$ cat src/rtl/fifo_arb_pkg.sv
// rtl/fifo_arb_pkg.sv - shared constants, tag width helper and FIFO word type for the write arbiter
package fifo_arb_pkg;

  localparam int DEFAULT_NUM_REQ    = 4;
  localparam int DEFAULT_DATA_WIDTH = 8;
  localparam int DEFAULT_DEPTH      = 16;

  // Source tag width; never zero so a tag field always exists.
  function automatic int tag_w(input int num_req);
    return (num_req > 1) ? $clog2(num_req) : 1;
  endfunction

  localparam int DEFAULT_TAG_W = tag_w(DEFAULT_NUM_REQ);

  typedef struct packed {
    logic [DEFAULT_TAG_W-1:0]      tag;
    logic [DEFAULT_DATA_WIDTH-1:0] data;
  } fifo_word_t;

endpackage

$ cat src/rtl/rr_arbiter.sv
// rtl/rr_arbiter.sv - combinational round-robin arbiter using a double-width mask-and-priority scan
module rr_arbiter
  import fifo_arb_pkg::*;
#(
  parameter  int NUM_REQ = DEFAULT_NUM_REQ,
  localparam int IDX_W   = tag_w(NUM_REQ)
) (
  input  logic [NUM_REQ-1:0] req,
  input  logic [IDX_W-1:0]   last_grant,
  output logic [NUM_REQ-1:0] grant,
  output logic [IDX_W-1:0]   grant_idx,
  output logic               any
);

  logic [NUM_REQ-1:0]   mask;
  logic [NUM_REQ-1:0]   masked;
  logic [2*NUM_REQ-1:0] scan;
  int                   pos;

  always_comb begin
    for (int i = 0; i < NUM_REQ; i++) begin
      mask[i] = (i > int'(last_grant));
    end
  end

  assign masked = req & mask;
  // Lower half holds requesters after the pointer, upper half the wrapped-around set.
  assign scan   = {req, masked};
  assign any    = |req;

  always_comb begin
    pos = 0;
    for (int j = 2*NUM_REQ-1; j >= 0; j--) begin
      if (scan[j]) pos = j;
    end
  end

  assign grant_idx = IDX_W'((pos >= NUM_REQ) ? (pos - NUM_REQ) : pos);

  always_comb begin
    grant = '0;
    if (any) grant[grant_idx] = 1'b1;
  end

endmodule

$ cat src/rtl/fifo_wr_arbiter.sv
// rtl/fifo_wr_arbiter.sv - round-robin credit-tracked write arbiter in front of a shared FIFO
module fifo_wr_arbiter
  import fifo_arb_pkg::*;
#(
  parameter  int NUM_REQ    = DEFAULT_NUM_REQ,
  parameter  int DATA_WIDTH = DEFAULT_DATA_WIDTH,
  parameter  int DEPTH      = DEFAULT_DEPTH,
  localparam int TAG_W      = tag_w(NUM_REQ),
  localparam int CNT_W      = $clog2(DEPTH+1)
) (
  input  logic                          clk,
  input  logic                          rst,
  input  logic [NUM_REQ-1:0]            req_valid,
  input  logic [NUM_REQ*DATA_WIDTH-1:0] req_data,
  output logic [NUM_REQ-1:0]            req_ready,
  output logic                          fifo_wr_en,
  output logic [TAG_W+DATA_WIDTH-1:0]   fifo_wr_data,
  input  logic                          fifo_rd_en,
  input  logic                          fifo_full,
  output logic [CNT_W-1:0]              credit_count,
  output logic                          err
);

  localparam logic [CNT_W-1:0] FULL_CREDIT = CNT_W'(DEPTH);

  logic [TAG_W-1:0]      last_grant;
  logic [TAG_W-1:0]      grant_idx;
  logic [NUM_REQ-1:0]    grant;
  logic                  any;
  logic                  can_accept;
  logic                  acc;
  logic                  pop;
  logic [DATA_WIDTH-1:0] payload;

  rr_arbiter #(
    .NUM_REQ(NUM_REQ)
  ) u_arb (
    .req        (req_valid),
    .last_grant (last_grant),
    .grant      (grant),
    .grant_idx  (grant_idx),
    .any        (any)
  );

  assign can_accept = (credit_count != '0);
  assign req_ready  = (rst || !can_accept) ? '0 : grant;
  assign acc        = any && can_accept && !rst;
  assign pop        = fifo_rd_en;
  assign payload    = req_data[int'(grant_idx)*DATA_WIDTH +: DATA_WIDTH];

  always_ff @(posedge clk) begin
    if (rst) begin
      last_grant   <= TAG_W'(NUM_REQ-1);
      credit_count <= FULL_CREDIT;
      fifo_wr_en   <= 1'b0;
      fifo_wr_data <= '0;
      err          <= 1'b0;
    end else begin
      fifo_wr_en <= acc;
      if (acc) begin
        last_grant   <= grant_idx;
        fifo_wr_data <= {grant_idx, payload};
      end
      // A pop with every slot already free is a consumer error; the count stays saturated.
      if (acc && !pop)
        credit_count <= credit_count - CNT_W'(1);
      else if (pop && !acc && credit_count != FULL_CREDIT)
        credit_count <= credit_count + CNT_W'(1);
      if ((pop && credit_count == FULL_CREDIT) || (fifo_wr_en && fifo_full))
        err <= 1'b1;
    end
  end

endmodule

$ cat config.mk
export PLATFORM = sky130hd
export DESIGN_NAME = fifo_wr_arbiter
export DESIGN_NICKNAME = d
export VERILOG_FILES = /design/src/rtl/fifo_arb_pkg.sv /design/src/rtl/rr_arbiter.sv /design/src/rtl/fifo_wr_arbiter.sv
export SDC_FILE = /design/constraint.sdc
export NUM_CORES = 1
export LEC_CHECK = 0
export BUFFER_PORTS_ARGS = -buffer_cell sky130_fd_sc_hd__buf_2
export CAP_MARGIN = 0
export CORE_UTILIZATION = 48
export DETAILED_ROUTE_END_ITERATION = 8
export PLACE_DENSITY = 0.89
export SLEW_MARGIN = 10
export SYNTH_ARGS = -nofsm -noshare
export SYNTH_HDL_FRONTEND = slang
export SYNTH_SLANG_ARGS = --single-unit
export TNS_END_PERCENT = 5
$ cat constraint.sdc
create_clock -name clk -period 5.1 [get_ports clk]
set_input_delay 0.765 -clock clk [delete_from_list [all_inputs] [get_ports clk]]
set_output_delay 0.765 -clock clk [all_outputs]
set_load 0.05 [all_outputs]
==> metrics.cfg, run 1 <==
[synth]
synthesis.nets = 169
yosysTopAreaCell = dfxtp_1
ys_seq_area_share_pct = 32.6
syn_area_um2 = 1170
ys_seq_elements = 19
async_flop_share_pct = 0
yosysMostFrequentCell = dfxtp_1
synthCells = 125
ys_warn_count = 0
synth_top_area_share_pct = 32.6
synthTopCellsByArea = dfxtp_1, mux2i_1, o221ai_1
synth_cell_types = 36
synthFlopType = dfxtp_1
synth.top_cells.by_count = dfxtp_1, mux2i_1, nand2_1, nor2_1, o221ai_1
synth-edff-count = 0
avgSynthCellArea_um2 = 9.34

[cells_and_area]
utilization_pct = 66.9
diodes = 0
fin_nets = 230
nFillCells = 198
syn_to_final_growth_pct = 29.2
drive_above_1_share_pct = 39.5

[timing]
worstMarginPinSlew_ns = 0.666
maxSlewViolCount = 0
max_freq_ghz = 0.313
fin_worst_skew_ns = 0.00784
final.period_utilization_pct = 62.7
grt_setup_unrepaired = false
fin_tns_setup_ns = 0
setup_viol = 0
fin_ws_ns = 1.90
fin_crit_ns = 3.20
hold_violations = 0
slew_headroom_pct = 55.6

[global_route]
grt_usage_pct = 25.8
grt_pass1_vias = 1179
gr-total-overflow = 0
grt_pass1_wl_mm = 5.04
grt_start_max_net_pins = 17
antenna_found_initial = 0

[die]
die_y_um = 51.3
core_um2 = 2250
start_util_pct = 51.8
ios = 61
design.die.area_um2 = 2630
rows = 17
die_x_um = 51.3

[routing]
top_layer = met4
drt_iter0_markers = 29
dr_wl_met2_mm = 1.73
postRouteAntennaNets = 0
dr.pass1.iters = 5
drc = 0
met3WireLength_um = 120
via_count = 1196
wirelength_met1_mm = 1.24
drt_wl_total_mm = 3.20
viasPerCell = 5.62
avgRoutedWirePerCell_um = 15.0

[cts]
post_cts_resized = 0
cts_tree = yes
clock_latency_ns = 0.31
htreeDepth = 1
root_buffer = clkbuf_4
cts.path.max_buffers = 2
cts_buffers = 3
cts_setup_buffers = 0
path_clk_slew_ns = 0.10
cts.sinks = 19
ctsHoldBuffers = 0

[critical_path]
critPathKind = input pin to output pin
start_kind = input pin
path_max_fanout = 11
critical_path_arrival_ns = 2.43
rr_worst_depth = 10
required_ns = 4.34
end_kind = output pin

[status]
status = completed

[pwr]
p_int_mw = 0.385
power.density_nw_per_um2 = 536
p_seq_share_pct = 29.5
p_leak_nw = 0.776
swShare_pct = 52.3
ir_drop_v = 0.000325
p_clk_share_pct = 9.8
switchingPower_mw = 0.423
p_comb_share_pct = 60.7

[placement]
place_ws_ns = 1.90
numPortBuffers = 60
gp_congestion = 0.758
dp_hpwl_mm = 2.56

[job]
maxCapViolCount = 0

[hold_path]
hold_path_class = flip-flop to flip-flop
min_path_cells = 2

## metal layers
metal  track usage [%]  up-vias
li1                  -      582
met1              27.6      557
met2              49.6       44
met3              2.98       13
met4              12.2        0
met5                 0        -
## state kept, by name, summed over array words and instances, names as in the netlist
register,flops
credit_count,5
err,1
fifo_wr_data,10
fifo_wr_en,1
last_grant,2
## critical path, stage by stage
cell      delay, ns
buf_2          0.14
nor4_2         0.09
a211oi_4       0.41
inv_2          0.04
or2_1          0.39
a211oi_1       0.28
buf_2          0.30
## through the flow
step	cells	hold slack, ns	power [mW]	area [µm²]
3_3_place_gp	209	0.434	0.706	1480
2_1_floorplan	125	0.510	0.623	1170
4_1_cts	213	0.471	0.808	1510
5_1_grt	213	0.493	0.850	1510
6_report	213	0.473	0.808	1510
3_5_place_dp	209	0.445	0.730	1480
## path summary, 6_finish.rpt
path | from | end | slack [ns]
setup / recovery | req_valid[3] | req_ready[3] | 1.90
hold / removal | fifo_wr_data[0] | fifo_wr_data[0] | 0.47
setup reg to reg | credit_count[3] | credit_count[4] | 2.54
hold reg to reg | fifo_wr_data[0] | fifo_wr_data[0] | 0.47
## power by group through the flow
stage	sequential (mW)	clock (mW)	combinational, mW
2_1_floorplan	0.380	0	0.242
3_3_place_gp	0.237	0	0.469
3_5_place_dp	0.242	0	0.487
4_1_cts	0.238	0.0796	0.490
5_1_grt	0.244	0.0859	0.520
6_report	0.239	0.0793	0.490
## kinds of logic after synthesis
kind of cell	count (synthesis)	share of synthesized area [%]
buffers and inverters	13	5.04
DFF	19	32.6
adders and majority gates	4	4.93
muxes	19	16.4
xor gates and xnor gates	3	2.25
AOI/OAI and AO/OA	34	23.9
and+or+nand+nor	33	14.9
## cells in the final DEF, fill, tap and decap left out
cell and instances:
or3_1 2, fa_1 1, nand2b_2 1, buf_2 60, a31oi_1 1, a222oi_1 1
nor4_4 1, buf_4 1, a21o_1 3, nor2_1 8, ha_1 3, o22ai_1 2
o211ai_1 2, o221ai_1 8, a211oi_4 1, a211oi_2 1, o21ai_0 3, xnor2_1 3
dfxtp_1 19, clkbuf_1 1, a22oi_1 1, o31a_1 2, inv_2 2, nand3_1 1
mux2_1 1, mux2i_1 18, or2_1 1, nand2_1 14, inv_1 6, a21oi_1 5
nor4_2 1, clkbuf_4 3, a31oi_4 1, and3_1 1, a31o_2 1, a211oi_1 2
nor2b_1 3
## layout make-up
class,count,area (µm²),share of cell area [%]
multi-input cells,93,728,48.3
inverters,8,30.0,1.99
well taps,28,35.0,2.32
repair buffers,61,308,20.4
flip-flops and latches,19,380,25.2
clock buffers,4,26.3,1.74
Power figures use the tool's default switching activity.
==> run 2, diff against run 1 <==
--- a/config.mk
+++ b/config.mk
@@ -5,11 +5,12 @@
 export SDC_FILE = /design/constraint.sdc
 export NUM_CORES = 1
 export LEC_CHECK = 0
+export ABC_AREA = 1
 export BUFFER_PORTS_ARGS = -buffer_cell sky130_fd_sc_hd__buf_2
 export CAP_MARGIN = 0
-export CORE_UTILIZATION = 48
+export CORE_UTILIZATION = 45
 export DETAILED_ROUTE_END_ITERATION = 8
-export PLACE_DENSITY = 0.89
+export PLACE_DENSITY = 0.84
 export SLEW_MARGIN = 10
 export SYNTH_ARGS = -nofsm -noshare
 export SYNTH_HDL_FRONTEND = slang
==> constraint.sdc (replaced) <==
create_clock -name clk -period 3.3 [get_ports clk]
set_input_delay 0.495 -clock clk [delete_from_list [all_inputs] [get_ports clk]]
set_output_delay 0.495 -clock clk [all_outputs]
set_load 0.05 [all_outputs]
==> metrics.cfg, run 2 <==
[cells_and_area]
mostFrequentLayoutCells = buf_2, nor2_1, nand2_1
drive_above_1_share_pct = 34.3
instances_no_fill = 272
multi_input_area_um2 = 761
final_common_cell = buf_2
seqCellArea_um2 = 380
fin_nets = 287
fin_area_um2 = 1580
largest_reg_flops = 10
diodes = 0
nFillCells = 246
reg_top3 = fifo_wr_data x10, credit_count x5, last_grant x2
largest_register = fifo_wr_data
syn_to_final_growth_pct = 27.2

[synth]
ys_seq_elements = 19
synthCells = 181
synth_cell_types = 27
ys_seq_area_share_pct = 30.7
synthTopCellsByArea = dfxtp_1, nor2_1, nand2_1
ys_warn_count = 0
syn_area_um2 = 1240
avgSynthCellArea_um2 = 6.85
synth-edff-count = 0
synth_top_area_share_pct = 30.7
async_flop_share_pct = 0
synthFlopType = dfxtp_1
yosysMostFrequentCell = nor2_1
synth.top_cells.by_count = nor2_1, nand2_1, nand3_1, dfxtp_1, inv_1
synthesis.nets = 225
yosysTopAreaCell = dfxtp_1

[critical_path]
path_max_fanout = 12
required_ns = 2.80
critPathKind = flip-flop to output pin
end_kind = output pin
critical_path_arrival_ns = 1.89
crit_top_cell = nor2_8
critPathBufInv = 3
crit_chain = nor2_2 > nand2_2 > nor2_4 > nor2_8 > inv_4 > nor2_8 > inv_1 > a21oi_1 > buf_2
crit_family = simple AND/OR/NAND/NOR gates
critPathMaxStageDelay_ns = 0.46
start_kind = flip-flop
cp_slowest_cell = dfxtp_1
reg2reg_setup_slack_ns = 1.16

[cts]
cts.sinks = 19
clock_latency_ns = 0.30
cts_tree = yes
path_clk_slew_ns = 0.10
cts.path.max_buffers = 2
ctsHoldBuffers = 0
cts_buffers = 3
htreeDepth = 1
root_buffer = clkbuf_4
cts_setup_buffers = 0
post_cts_resized = 0

[die]
rows = 18
design.die.area_um2 = 2970
die_y_um = 54.5
die_x_um = 54.5
start_util_pct = 48.7
ios = 61
core_um2 = 2540

[timing]
setup_viol = 0
fin_crit_ns = 2.38
maxSlewViolCount = 0
max_freq_ghz = 0.419
finalHoldWorstSlack_ns = 0.431
worstMarginPinSlew_ns = 0.273
fin_worst_skew_ns = 0.00187
grt_setup_unrepaired = false
fin_tns_setup_ns = 0
slew_headroom_pct = 81.6
hold_violations = 0
final.period_utilization_pct = 72.3

[routing]
viasPerCell = 4.97
avgRoutedWirePerCell_um = 11.2
postRouteAntennaNets = 0
drc = 0
dr.pass1.iters = 4
via_count = 1353
drt_iter0_markers = 32
drt_wl_total_mm = 3.03

[global_route]
grt_pass1_vias = 1083
antenna_found_initial = 0
grt_pass1_wl_mm = 4.54
grt_start_max_net_pins = 19
gr-total-overflow = 0
grt_usage_pct = 21.2

[placement]
numPortBuffers = 60
dpl-instance-area_um2 = 1550
placedCellCount = 268
dp_hpwl_mm = 2.47
gp_congestion = 0.805

[pwr]
p_leak_nw = 0.866
power_mw = 0.939
ir_drop_v = 0.000399
power.density_nw_per_um2 = 595

[hold_path]
hold_path_class = input pin to flip-flop

[status]
status = completed

[job]
maxCapViolCount = 0

run 2: tightest hold or removal path: cells and delay by family:
family	cells	cell delay, ns
buf+inv	1	0.08
simple gates	1	0.07
compound gates	1	0.05
run 2: metal layers:
layer | part of all wire [%] | global-route usage, % | up-vias
met4 | 1.8 | 6.41 | 0
met2 | 49 | 37.0 | 45
met5 | 0 | 0 | -
met1 | 45 | 26.1 | 596
li1 | - | - | 705
met3 | 3.7 | 4.17 | 7
run 2: worst paths after layout:
path | start | cells after the start | endpoint
min reg2reg | fifo_wr_data[9] | 2 | fifo_wr_data[9]
max | credit_count[0] | 9 | req_ready[2]
min | fifo_full | 3 | err
max reg2reg | credit_count[1] | 12 | credit_count[4]
run 2: kinds of logic after synthesis:
logic type | after synthesis | share of synthesized area (%)
flops | 19 | 30.7
xor+xnor | 2 | 1.41
buf+inv | 21 | 7.97
fa+ha+maj | 4 | 4.64
simple gates | 111 | 44.8
compound gates | 24 | 10.5
run 2: through the flow:
step	worst slack (ns)	utilization, %
floorplan	0.663	-
finish	0.915	62.0
global placement	1.04	61.0
CTS	0.917	62.0
global route	0.750	62.0
detailed placement	0.969	61.0
run 2: power breakdown:
| part | internal, mW | switching, mW |
|---|---|---|
| Clock | 0.0472 | 0.0708 |
| Combinational | 0.143 | 0.369 |
| Sequential | 0.274 | 0.0356 |
run 2: area by class of cell:
cell class                      count  area share (%)
Tap cell                           30            2.38
Clock buffer                        4            1.67
Timing Repair Buffer               60            19.0
Inverter                           18            4.60
Multi-Input combinational cell    141            48.2
Sequential cell                    19            24.1
==> run 3, diff against run 2 <==
--- a/config.mk
+++ b/config.mk
@@ -5,12 +5,12 @@
 export SDC_FILE = /design/constraint.sdc
 export NUM_CORES = 1
 export LEC_CHECK = 0
-export ABC_AREA = 1
+export ABC_AREA = 0
 export BUFFER_PORTS_ARGS = -buffer_cell sky130_fd_sc_hd__buf_2
 export CAP_MARGIN = 0
-export CORE_UTILIZATION = 45
+export CORE_UTILIZATION = 40
 export DETAILED_ROUTE_END_ITERATION = 8
-export PLACE_DENSITY = 0.84
+export PLACE_DENSITY = 0.8
 export SLEW_MARGIN = 10
 export SYNTH_ARGS = -nofsm -noshare
 export SYNTH_HDL_FRONTEND = slang
==> constraint.sdc (replaced) <==
create_clock -name clk -period 2 [get_ports clk]
set_input_delay 0.3 -clock clk [delete_from_list [all_inputs] [get_ports clk]]
set_output_delay 0.3 -clock clk [all_outputs]
set_load 0.05 [all_outputs]
==> metrics.cfg, run 3 (synthesis gave the netlist of run 1 again) <==
[pwr]
switchingPower_mw = 1.15
power_mw = 2.35
power.density_nw_per_um2 = 1270
p_int_mw = 1.20
ir_drop_v = 0.000899
swShare_pct = 48.9
p_seq_share_pct = 26.2
p_leak_nw = 0.930
p_clk_share_pct = 8.3
p_comb_share_pct = 65.4

[cts]
path_clk_slew_ns = 0.12
cts.sinks = 19
htreeDepth = 1
clock_latency_ns = 0.30
root_buffer = clkbuf_4
cts_buffers = 3
cts.path.max_buffers = 2
cts_tree = yes

[routing]
drt_wl_total_mm = 3.34
drt_iter0_markers = 47
drc = 0
avgRoutedWirePerCell_um = 13.9
dr.pass1.iters = 4
postRouteAntennaNets = 0
viasPerCell = 5.37
via_count = 1295

[status]
violations = negative setup slack
status = finished, violations left

[timing]
fin_tns_setup_ns = -0.362
final.period_utilization_pct = 106
slew_headroom_pct = 69.1
grt_setup_unrepaired = true
fin_ws_ns = -0.118
fin_crit_ns = 2.12
worstMarginPinSlew_ns = 0.458
maxSlewViolCount = 0
hold_violations = 0
max_freq_ghz = 0.472
fin_worst_skew_ns = 0.0115
setup_viol = 6
finalHoldWorstSlack_ns = 0.299

[critical_path]
crit_start = last_grant[1]
critPathBufInv = 2
critical_path_arrival_ns = 1.82
reg2reg_from = credit_count[3]
rr_worst_depth = 10
critPathKind = flip-flop to output pin
required_ns = 1.70
cp.depth = 5
reg2reg_setup_slack_ns = -0.10
start_kind = flip-flop
critPathMaxStageDelay_ns = 0.42
path_max_fanout = 6
critPathCapture = req_ready[0]
crit_family = flip-flops
cp_slowest_cell = dfxtp_4
end_kind = output pin
crit_chain = mux2_4 > a222oi_1 > buf_4 > and3_4 > buf_8
r2r-end = credit_count[4]

[cells_and_area]
mostFrequentLayoutCells = buf_2, buf_4, mux2i_1
drive_above_1_share_pct = 56.7
largest_reg_flops = 10
largest_register = fifo_wr_data
diodes = 0
syn_to_final_growth_pct = 58.0
fin_nets = 255
final_common_cell = buf_2
utilization_pct = 66.9
reg_top3 = fifo_wr_data x10, credit_count x5, last_grant x2

[job]
maxCapViolCount = 0

[placement]
dp_hpwl_mm = 2.48
numPortBuffers = 60
gp_congestion = 0.808

[global_route]
gr-total-overflow = 0
grt_start_max_net_pins = 13
antenna_found_initial = 0
grt_usage_pct = 21.7
grt_pass1_vias = 1331
grt_pass1_wl_mm = 5.45

[die]
rows = 19
start_util_pct = 42.3
design.die.area_um2 = 3140
die_x_um = 56.0
core_um2 = 2760
ios = 61
die_y_um = 56.0

[hold_path]
hold_path_class = input pin to flip-flop

-- run 3: cell count changes in the layout (fill, tap and decap cells not counted), sizes merged, moves of 18 or more --
cell   previous run  this run
nand3            21         1
nor2             47         8
nand2            41        14
buf              60        86
mux2i             0        18
-- run 3: layout make-up --
class | count | area [µm²]
clock buffers | 3 | 22.5
clock inverters | 1 | 5.00
fillers | 226 | 913
inverters | 8 | 32.5
multi-input cells | 93 | 811
flip-flops and latches | 19 | 403
well taps | 31 | 38.8
repair buffers | 86 | 532
-- run 3: power groups by stage --
| stage | Combinational, mW | Sequential [mW] | Clock (mW) |
|---|---|---|---|
| floorplan | 0.639 | 0.999 | 0 |
| global placement | 1.38 | 0.619 | 0 |
| detailed placement | 1.42 | 0.625 | 0 |
| CTS | 1.48 | 0.617 | 0.201 |
| global route | 1.63 | 0.634 | 0.221 |
| finish | 1.54 | 0.616 | 0.196 |
-- run 3: worst min path at each step --
| stage | from | end | slack [ns] | cells past startpoint |
|---|---|---|---|---|
| after global placement | fifo_wr_data[9] | fifo_wr_data[9] | 0.43 | 2 |
| final | fifo_full | err | 0.30 | 3 |
| after CTS | fifo_full | err | 0.30 | 3 |
| after floorplan | rst | fifo_wr_en | 0.40 | 1 |
| after detailed placement | fifo_wr_data[9] | fifo_wr_data[9] | 0.43 | 2 |
| after global routing | req_data[12] | fifo_wr_data[4] | 0.30 | 3 |
-- run 3: per-layer routing --
metal  global-route usage (%)  share of wire, %  vias up
li1                         -                 -      634
met1                     22.8                39      607
met2                     43.2                54       52
met3                     3.26               6.0        2
met4                     6.97              0.66        0
met5                        0                 0        -
-- run 3: stage by stage --
stage,instances,instance area (µm²),setup slack (ns)
6_report,241,1840,-0.118
5_1_grt,241,1840,-0.194
3_5_place_dp,233,1700,-0.179
4_1_cts,240,1790,-0.162
3_3_place_gp,233,1700,-0.116
2_1_floorplan,125,1220,-0.178
-- run 3: repair_timing --
item | 4_1_cts | 5_1_grt
resized for setup | 14 | 11
pin swaps | 8 | 8
hold endpoints to repair | 0 | 0
buffers inserted | 3 | 1
hold buffers | 0 | 0
endpoints found under the setup margin | 10 | 10
-- run 3: worst register-to-register path, stage by stage, from the launching register on --
cell      delay (ns)
dfxtp_4         0.37
nor4_4          0.38
a211oi_4        0.14
nand2b_4        0.11
inv_4           0.05
ha_4            0.20
nor2b_1         0.13
o21ai_2         0.14
nand2_1         0.11
o31a_1          0.24
o211ai_1        0.15
